===== src/rtl/correlation_accumulator.sv =====
// Early/prompt/late I/Q integrator with a shared-squarer I^2+Q^2 back end.
// Define ACC_SATURATE_EN for symmetric saturating accumulators and acc_overflow.
module correlation_accumulator #(
  parameter int IN_WIDTH   = 4,
  parameter int ACC_WIDTH  = 16,
  parameter int ACC_LENGTH = 16368,
  parameter int I2Q2_WIDTH = 2 * ACC_WIDTH
) (
  input  logic                  clk,
  input  logic                  global_reset_n,
  input  logic                  frame_start,
  input  logic                  sample_valid,
  input  logic [IN_WIDTH-1:0]   early_i,
  input  logic [IN_WIDTH-1:0]   early_q,
  input  logic [IN_WIDTH-1:0]   prompt_i,
  input  logic [IN_WIDTH-1:0]   prompt_q,
  input  logic [IN_WIDTH-1:0]   late_i,
  input  logic [IN_WIDTH-1:0]   late_q,
  output logic                  accumulation_complete,
  output logic                  i2q2_valid,
  output logic [I2Q2_WIDTH-1:0] i2q2_early,
  output logic [I2Q2_WIDTH-1:0] i2q2_prompt,
  output logic [I2Q2_WIDTH-1:0] i2q2_late,
  output logic                  acc_overflow
);

  localparam int CW = $clog2(ACC_LENGTH + 1);
  localparam logic [CW-1:0] LAST = CW'(ACC_LENGTH);

`ifdef ACC_SATURATE_EN
  localparam logic signed [ACC_WIDTH:0] SAT_MAX =
    {2'b00, {(ACC_WIDTH-1){1'b1}}};
  localparam logic signed [ACC_WIDTH:0] SAT_MIN = -SAT_MAX;
`endif

  typedef enum logic {A_IDLE, A_ACCUM} acc_state_e;
  typedef enum logic [2:0] {
    S_IDLE, S_SQ0, S_SQ1, S_SQ2, S_SQ3, S_SQ4, S_SQ5, S_DONE
  } sq_state_e;

  // Returns {saturated, new accumulator value}.
  function automatic logic [ACC_WIDTH:0] add_op(
    input logic signed [ACC_WIDTH-1:0] a,
    input logic signed [IN_WIDTH-1:0]  p
  );
`ifdef ACC_SATURATE_EN
    logic signed [ACC_WIDTH:0] s;
    s = $signed({a[ACC_WIDTH-1], a}) + (ACC_WIDTH+1)'(p);
    if (s > SAT_MAX)
      return {1'b1, SAT_MAX[ACC_WIDTH-1:0]};
    else if (s < SAT_MIN)
      return {1'b1, SAT_MIN[ACC_WIDTH-1:0]};
    else
      return {1'b0, s[ACC_WIDTH-1:0]};
`else
    logic signed [ACC_WIDTH-1:0] w;
    w = a + ACC_WIDTH'(p);
    return {1'b0, w};
`endif
  endfunction

  acc_state_e acc_state_q, acc_state_d;
  sq_state_e  sq_state_q, sq_state_d;

  logic signed [IN_WIDTH-1:0]  prod [6];
  logic signed [ACC_WIDTH-1:0] acc_q [6];
  logic signed [ACC_WIDTH-1:0] acc_d [6];
  logic signed [ACC_WIDTH-1:0] snap_q [6];
  logic signed [ACC_WIDTH-1:0] snap_d [6];
  logic [5:0]    lane_ovf;
  logic [CW-1:0] cnt_q, cnt_d;
  logic sticky_q, sticky_d;
  logic snap_ovf_q, snap_ovf_d;
  logic complete_q, complete_d;

  logic signed [ACC_WIDTH-1:0]   mul_a;
  logic signed [2*ACC_WIDTH-1:0] mul_x;
  logic signed [2*ACC_WIDTH-1:0] sq_full;
  logic [I2Q2_WIDTH-1:0] sq;
  logic [I2Q2_WIDTH-1:0] sum_e_q, sum_e_d;
  logic [I2Q2_WIDTH-1:0] sum_p_q, sum_p_d;
  logic [I2Q2_WIDTH-1:0] sum_l_q, sum_l_d;
  logic [I2Q2_WIDTH-1:0] out_e_q, out_e_d;
  logic [I2Q2_WIDTH-1:0] out_p_q, out_p_d;
  logic [I2Q2_WIDTH-1:0] out_l_q, out_l_d;
  logic valid_q, valid_d;
  logic ovf_q, ovf_d;

  always_comb begin
    prod[0] = early_i;
    prod[1] = early_q;
    prod[2] = prompt_i;
    prod[3] = prompt_q;
    prod[4] = late_i;
    prod[5] = late_q;
  end

  always_comb begin
    acc_state_d = acc_state_q;
    cnt_d       = cnt_q;
    sticky_d    = sticky_q;
    snap_ovf_d  = snap_ovf_q;
    complete_d  = 1'b0;
    lane_ovf    = '0;
    for (int i = 0; i < 6; i++) begin
      acc_d[i]  = acc_q[i];
      snap_d[i] = snap_q[i];
    end
    if (frame_start) begin
      acc_state_d = A_ACCUM;
      cnt_d = sample_valid ? CW'(1) : '0;
      for (int i = 0; i < 6; i++) begin
        if (sample_valid)
          {lane_ovf[i], acc_d[i]} = add_op('0, prod[i]);
        else
          acc_d[i] = '0;
      end
      sticky_d = |lane_ovf;
    end else if (acc_state_q == A_ACCUM && sample_valid) begin
      for (int i = 0; i < 6; i++)
        {lane_ovf[i], acc_d[i]} = add_op(acc_q[i], prod[i]);
      sticky_d = sticky_q | (|lane_ovf);
      cnt_d    = cnt_q + 1'b1;
      if (cnt_d == LAST) begin
        complete_d  = 1'b1;
        acc_state_d = A_IDLE;
        snap_ovf_d  = sticky_d;
        for (int i = 0; i < 6; i++)
          snap_d[i] = acc_d[i];
      end
    end
  end

  always_comb begin
    unique case (sq_state_q)
      S_SQ0:   mul_a = snap_q[0];
      S_SQ1:   mul_a = snap_q[1];
      S_SQ2:   mul_a = snap_q[2];
      S_SQ3:   mul_a = snap_q[3];
      S_SQ4:   mul_a = snap_q[4];
      S_SQ5:   mul_a = snap_q[5];
      default: mul_a = '0;
    endcase
    mul_x   = (2*ACC_WIDTH)'(mul_a);
    sq_full = mul_x * mul_x;
    sq      = I2Q2_WIDTH'($unsigned(sq_full));
  end

  // Results land on the SQ5 edge so i2q2_valid is high during DONE.
  always_comb begin
    sq_state_d = sq_state_q;
    sum_e_d    = sum_e_q;
    sum_p_d    = sum_p_q;
    sum_l_d    = sum_l_q;
    out_e_d    = out_e_q;
    out_p_d    = out_p_q;
    out_l_d    = out_l_q;
    ovf_d      = ovf_q;
    valid_d    = 1'b0;
    unique case (sq_state_q)
      S_IDLE: if (complete_q) sq_state_d = S_SQ0;
      S_SQ0: begin
        sum_e_d    = sq;
        sq_state_d = S_SQ1;
      end
      S_SQ1: begin
        sum_e_d    = sum_e_q + sq;
        sq_state_d = S_SQ2;
      end
      S_SQ2: begin
        sum_p_d    = sq;
        sq_state_d = S_SQ3;
      end
      S_SQ3: begin
        sum_p_d    = sum_p_q + sq;
        sq_state_d = S_SQ4;
      end
      S_SQ4: begin
        sum_l_d    = sq;
        sq_state_d = S_SQ5;
      end
      S_SQ5: begin
        sum_l_d    = sum_l_q + sq;
        out_e_d    = sum_e_q;
        out_p_d    = sum_p_q;
        out_l_d    = sum_l_q + sq;
        ovf_d      = snap_ovf_q;
        valid_d    = 1'b1;
        sq_state_d = S_DONE;
      end
      default: sq_state_d = S_IDLE;
    endcase
  end

  always_ff @(posedge clk or negedge global_reset_n) begin
    if (!global_reset_n) begin
      acc_state_q <= A_IDLE;
      sq_state_q  <= S_IDLE;
      cnt_q       <= '0;
      sticky_q    <= 1'b0;
      snap_ovf_q  <= 1'b0;
      complete_q  <= 1'b0;
      for (int i = 0; i < 6; i++) begin
        acc_q[i]  <= '0;
        snap_q[i] <= '0;
      end
      sum_e_q <= '0;
      sum_p_q <= '0;
      sum_l_q <= '0;
      out_e_q <= '0;
      out_p_q <= '0;
      out_l_q <= '0;
      valid_q <= 1'b0;
      ovf_q   <= 1'b0;
    end else begin
      acc_state_q <= acc_state_d;
      sq_state_q  <= sq_state_d;
      cnt_q       <= cnt_d;
      sticky_q    <= sticky_d;
      snap_ovf_q  <= snap_ovf_d;
      complete_q  <= complete_d;
      for (int i = 0; i < 6; i++) begin
        acc_q[i]  <= acc_d[i];
        snap_q[i] <= snap_d[i];
      end
      sum_e_q <= sum_e_d;
      sum_p_q <= sum_p_d;
      sum_l_q <= sum_l_d;
      out_e_q <= out_e_d;
      out_p_q <= out_p_d;
      out_l_q <= out_l_d;
      valid_q <= valid_d;
      ovf_q   <= ovf_d;
    end
  end

  assign accumulation_complete = complete_q;
  assign i2q2_valid            = valid_q;
  assign i2q2_early            = out_e_q;
  assign i2q2_prompt           = out_p_q;
  assign i2q2_late             = out_l_q;
  assign acc_overflow          = ovf_q;

endmodule


===== config.mk =====
export PLATFORM = sky130hd
export DESIGN_NAME = correlation_accumulator
export DESIGN_NICKNAME = d
export VERILOG_FILES = /design/src/rtl/correlation_accumulator.sv
export SDC_FILE = /design/constraint.sdc
export NUM_CORES = 2
export LEC_CHECK = 0
export CAP_MARGIN = 10
export CORE_MARGIN = 4
export CORE_UTILIZATION = 31
export CTS_BUF_LIST = sky130_fd_sc_hd__clkbuf_16
export DETAILED_ROUTE_END_ITERATION = 7
export PLACE_DENSITY = 0.43
export SETUP_SLACK_MARGIN = 0.02
export SYNTH_ARGS = -nofsm -noshare
export SYNTH_HDL_FRONTEND = slang
export SYNTH_SLANG_ARGS = --single-unit

===== constraint.sdc =====
create_clock -name clk -period 22.6 [get_ports clk]
set_input_delay 4.52 -clock clk [delete_from_list [all_inputs] [get_ports clk]]
set_output_delay 4.52 -clock clk [all_outputs]
set_load 0.02 [all_outputs]

Word level (Yosys, flattened, before mapping)
Index checks and enable logic that the tools add are counted.

storage, ports and cells
  register bits after elaboration = 404
  bits of input ports = 28
  logic and storage cells = 76

operators by class
  add/sub/neg operators = 10
  $mul = 1
  eq/ne operators = 8
  muxes and demuxes = 24
  bitwise operators = 1
  reduce and logical (&&, ||, !) cells = 9

operators by type and width
  cell                                                             number
  96-bit two-way mux                                               2
  32-bit case mux with 2 select lines                              3
  16-bit by 4-bit adder with 16-bit output                         6
  32-bit adder                                                     3
  16-bit two-way mux                                               6
  16-bit case mux with 6 select lines                              1
  16-bit by 16-bit multiplier with 32-bit output                   1
  14-bit two-way mux                                               2
  3-bit case mux with 7 select lines                               1
  14-bit by 1-bit adder with 14-bit output, second input constant  1
  14-bit == test, second input constant                            1
  2-bit nonzero test                                               5
  3-bit == test, second input constant                             3
  1-bit two-way mux                                                8
  3-bit by 2-bit == test with 1-bit output, second input constant  2
  3-bit by 1-bit == test with 1-bit output, second input constant  1
  3-bit logical NOT                                                1
  3-bit two-way mux                                                1
  3-bit AND reduction                                              1
  2-bit != test, second input constant                             1
  2-bit AND reduction                                              1
  1-bit logical AND                                                1
  1-bit NOT                                                        1

Logic depth before layout (Yosys ltp)
  depth in word-level cells = 5
  mapped depth = 42
  mapped depth without buffers = 41

Worst setup path before layout
No wires, ideal clock.

  path kind = register to register
  from = reg sq_state_q[0]
  to = reg sum_p_q[31]
  library setup time = 0.120 ns
  arrival time = 9.265 ns
  slack = 13.215 ns
  cell stages (with the launch flop) = 38
  path through = dfrtp_1 inv_1 ha_1 and2_1 buf_6 clkbuf_1 a22o_1 nor3_1 clkinv_1 nand2_1 fa_1 fa_1 fa_1 inv_1 fa_1 fa_1 inv_1 fa_1 [... 2 more ...] and3_1 and4_1 o211ai_1 nand3_2 a21o_1 a21oi_1 xor2_1 inv_1 ha_1 and3_1 a311oi_1 or2_2 o311a_1 or3_1 a31o_1 o31ai_1 a221oi_1 a41o_1

between the ends
  word-level cells in the longest chain between the ends = 5
  elaborated cells between the ends (all ways) = 11

RTL lines
  element                                         line  RTL
  from (decl)                                     63    sq_state_e sq_state_q, sq_state_d;
  from (signal assigned)                          217   sq_state_q <= sq_state_d;
  3-bit == test, or another cell as far along     135   unique case (sq_state_q)
  16-bit case mux with 6 select lines             135
  16-bit by 16-bit multiplier with 32-bit output  145   sq_full = mul_x * mul_x;
  32-bit adder                                    175   sum_p_d = sum_p_q + sq;
  32-bit case mux with 2 select lines             160   unique case (sq_state_q)
  to (signal assigned)                            227   sum_p_q <= sum_p_d;
  to (decl)                                       81    logic [I2Q2_WIDTH-1:0] sum_p_q, sum_p_d;

Several ways; a longest one is shown, not always the timed one.
A chain may end at the register's enable or synchronous reset.

Final worst setup path
  from = reg sq_state_q[0]
  to = reg sum_l_q[31]

between the ends
  word-level cells in the longest chain between the ends = 5
  elaborated cells between the ends (all ways) = 11

RTL lines
  element                                         line      RTL
  3-bit == test, or another cell as far along     135, 160
  16-bit case mux with 6 select lines             135
  16-bit by 16-bit multiplier with 32-bit output  145
  32-bit adder                                    183       sum_l_d = sum_l_q + sq;
  32-bit case mux with 2 select lines             160
  to (signal assigned)                            228       sum_l_q <= sum_l_d;
  to (decl)                                       82        logic [I2Q2_WIDTH-1:0] sum_l_q, sum_l_d;

Several ways; a longest one is shown, not always the timed one.

==> out/summary.md <==
### Routing
- average routed wire per standard cell: 19.7 µm
- number of violations reported at the end of detailed-routing iteration 0: 1,578
- Total Wirelength: 106 mm
- final routed DRC violation total: 0
- detailed-route vias per instance: 4.93
- via count: 26,500
- Antenna Violating Nets Remaining: 0
- number of detailed-routing iterations run before antenna repair: 5

### Logic synthesis
- Seq cells post-synth: 404
- average size of a mapped cell: 8.84 µm²
- combined area of all synthesized cells: 0.0339 mm²
- number of unique standard cell types used by synthesis: 90
- EDFF count, synth: 0
- share of async-settable or async-resettable flops after synthesis: 100%
- Top FF cell, synth: sky130_fd_sc_hd__dfrtp_1
- synth top area cells: sky130_fd_sc_hd__dfrtp_1, sky130_fd_sc_hd__fa_1, sky130_fd_sc_hd__ha_1
- total of warnings raised by yosys: 0
- net count of the mapped netlist: 4,386
- cell type contributing the most total cell area after synthesis: sky130_fd_sc_hd__dfrtp_1
- share of the yosys chip area belonging to registers: 29.8%
- post-synthesis instance total: 3,837
- area fraction of the dominant cell type after synthesis: 29.8%

### Floorplan
- die span in y: 339 µm
- Chip Width: 339 µm
- Initial Utilization: 31.2%
- full die area: 0.115 mm²
- Core Footprint: 0.109 mm²
- IO Count: 127
- standard-cell row count: 121

### Cells and area
- fin nets: 4,469
- fraction of final layout cells sized beyond drive strength 1: 4.68%
- share of the core filled with cells: 35.2%
- Area Growth Syn to Fin: 13.0%
- finished layout cell area: 0.0383 mm²

### STA
- slew at the pin closest to its max-slew limit: 1230 ps
- Max Clock Skew: 31.6 ps
- worst max-slew margin expressed relative to the limit: 16.6%
- count of pins over their slew limit: 0
- total count of hold-check failures in the final report: 0
- Setup Viol. Count Final: 0
- setup tns final: 0 ps
- crit share post-route: 51.1%
- RSZ-0062 raised after global routing: no
- FMAX: 86.5 MHz
- smallest setup slack after layout: 11,040 ps
- final period demand of the worst path: 11,560 ps

### Placed design
- placed wire-length estimate: 80.8 mm
- PortBufs: 125
- post-place instance area: 0.0368 mm²
- global placer's final weighted congestion: 0.873
- Placement Setup Slack: 11,050 ps

### Power and ir drop
- combinational power share: 26.5%
- power per cell area: 56.8 mW/mm²
- total power: 2170 µW
- total internal power: 1450 µW
- fraction of power consumed by sequential logic: 37.3%
- Clock power frac: 36.3%
- static power due to leakage: 0.0191 µW
- maximum ir drop on the vdd rail: 0.0545 mV
- switching portion of total power: 33.4%
- switching power total: 726 µW

### Setup path
- Max FO, Critical Path: 66
- most frequent cell on the critical path: sky130_fd_sc_hd__inv_1
- slowest stage delay, CP: 640 ps
- element type at the critical path start: register
- arrival time at the worst endpoint: 12,090 ps
- worst path bufs/invs: 8
- required time of the critical path: 23,140 ps
- crit end category: register
- slowest cell on the critical path: sky130_fd_sc_hd__or3_1
- type of the worst setup path: reg2reg
- family of cells with the greatest summed delay on the critical path: adder cells

### Global routing
- leftover overflow at the end of global routing: 0
- global-route wire length before repair: 166 mm
- initial antenna violation count: 2
- pin count of the biggest net entering global routing: 108
- aggregate global-route resource usage: 18.3%
- vias in the first global route: 27,000

### Clock tree
- root buf cell: sky130_fd_sc_hd__clkbuf_16
- CTS buffer count: 51
- clock edge transition at the registers on the reported setup and hold paths: 60 ps
- H-tree depth: 2
- buffer count from post-CTS setup fixing: 0
- post-cts hold buffer count: 0
- CTS tree: built
- clk_lat worst skew: 610 ps
- number of resized instances in the post-cts repair step: 0
- clock sink total: 404
- number of buffers on the longest clock path: 3

### Run
- Max-cap violations: 0

### Min path
- type of the most critical hold path: reg2reg

### Status
- status: complete, no violations

## power groups by stage
stage	registers (µW)	clock network, µW	logic (µW)
after global placement	822	0	585
after detailed placement	823	0	585
final	810	789	576
after floorplan	814	0	416
after global routing	817	841	652
after CTS	810	820	587
## worst min-delay path: cells and delay by family (launching register included)
family / cells / cell delay (ps)
and+or+nand+nor: 2 / 100
DFF: 1 / 330
## cells in the final DEF (no fill, tap or decap), drive strengths merged, types with 7 or more instances in the layout
cell	instances
mux2	22
clkbuf	53
nor3	69
or3	20
o22a	74
fa	243
nand3	66
inv	420
nand4	10
nand2	661
ha	278
a41oi	7
o21a	26
and3	24
buf	58
a22oi	33
nand2b	22
mux2i	17
a211oi	29
nor2b	20
and2	19
dfrtp	404
a21o	78
xor2	98
or2	10
a21oi	211
o211ai	14
a21boi	17
a22o	42
nor3b	9
o21ai	246
clkinv	24
o21bai	17
o2111ai	8
o22ai	17
a31oi	24
xnor2	108
clkdlybuf4s50	123
nor2	251
o31ai	7
## final timing paths
| kind | from | to | slack, ps | depth (start not counted) |
|---|---|---|---|---|
| worst max-delay path | sq_state_q[0] | sum_l_q[31] | 11040 | 37 |
| worst min-delay path | snap_q[80] | snap_q[80] | 460 | 2 |
| worst max register to register | sq_state_q[0] | sum_l_q[31] | 11040 | 37 |
| worst min register to register | snap_q[80] | snap_q[80] | 460 | 2 |
| max in group asynchronous | global_reset_n | acc_q[35] | 16300 | 3 |
| min in group asynchronous | global_reset_n | i2q2_late[10] | 3950 | 1 |
## registers in the layout, summed over array words and instances, names as in the netlist, 32 cells and up
register / cells
sum_l_q: 32
sum_p_q: 32
acc_q: 96
i2q2_prompt: 32
snap_q: 96
i2q2_late: 32
sum_e_q: 32
i2q2_early: 32
## per-layer routing
| layer | share of wire (%) | track usage [%] | vias up |
|---|---|---|---|
| li1 | - | - | 13100 |
| met1 | 47 | 25.0 | 12800 |
| met2 | 47 | 30.8 | 454 |
| met3 | 3.7 | 2.23 | 137 |
| met4 | 2.8 | 4.90 | 2 |
| met5 | 0.018 | 0 | - |
## cells by family after synthesis
group,Yosys count,synth area share (%)
XOR/XNOR,210,5.61
buffers and inverters,565,6.44
AND/OR/NAND/NOR,1201,15.1
flip-flops,404,29.8
AO/OA/AOI/OAI,896,17.1
other,1,0.0111
adder cells (fa/ha/maj),521,24.6
multiplexers,39,1.27
## per-stage QoR
| stage | hold WS (ps) | cells |
|---|---|---|
| after floorplan | 433 | 3837 |
| after global placement | 447 | 5281 |
| after detailed placement | 452 | 5281 |
| after CTS | 465 | 5370 |
| after global routing | 492 | 5370 |
| final | 459 | 5371 |
## area by class of cell
class | instances | area (µm²)
Clock buffer | 53 | 1330
Fill cell | 11400 | 70400
Timing Repair Buffer | 181 | 1670
Tap cell | 1414 | 1770
Sequential cell | 404 | 10100
Clock inverter | 36 | 216
Antenna cell | 1 | 2.50
Inverter | 414 | 1560
Multi-Input combinational cell | 2868 | 21600
## cell usage after synthesis (8+ instances only)
cell and instances:
sky130_fd_sc_hd__or3_1 19, sky130_fd_sc_hd__mux2i_1 16, sky130_fd_sc_hd__buf_1 12, sky130_fd_sc_hd__a21oi_1 210
sky130_fd_sc_hd__mux2_2 22, sky130_fd_sc_hd__o2111ai_1 8, sky130_fd_sc_hd__nor3b_1 9, sky130_fd_sc_hd__clkbuf_1 125
sky130_fd_sc_hd__nand2_1 660, sky130_fd_sc_hd__and3_1 24, sky130_fd_sc_hd__nand3_1 65, sky130_fd_sc_hd__xnor2_1 107
sky130_fd_sc_hd__dfrtp_1 404, sky130_fd_sc_hd__and2_1 18, sky130_fd_sc_hd__a21o_1 78, sky130_fd_sc_hd__ha_1 278
sky130_fd_sc_hd__a21boi_0 14, sky130_fd_sc_hd__a211oi_1 29, sky130_fd_sc_hd__o21a_1 26, sky130_fd_sc_hd__o21bai_1 17
sky130_fd_sc_hd__inv_1 412, sky130_fd_sc_hd__a22o_1 41, sky130_fd_sc_hd__nor2b_1 19, sky130_fd_sc_hd__a31oi_1 24
sky130_fd_sc_hd__a22oi_1 32, sky130_fd_sc_hd__o211ai_1 14, sky130_fd_sc_hd__xor2_1 98, sky130_fd_sc_hd__nor2_1 251
sky130_fd_sc_hd__o21ai_0 149, sky130_fd_sc_hd__nor3_1 68, sky130_fd_sc_hd__o22a_1 74, sky130_fd_sc_hd__nand2b_1 22
sky130_fd_sc_hd__or2_2 9, sky130_fd_sc_hd__o22ai_1 17, sky130_fd_sc_hd__nand4_1 10, sky130_fd_sc_hd__o21ai_1 97
sky130_fd_sc_hd__fa_1 243
Power figures use the tool's default switching activity.
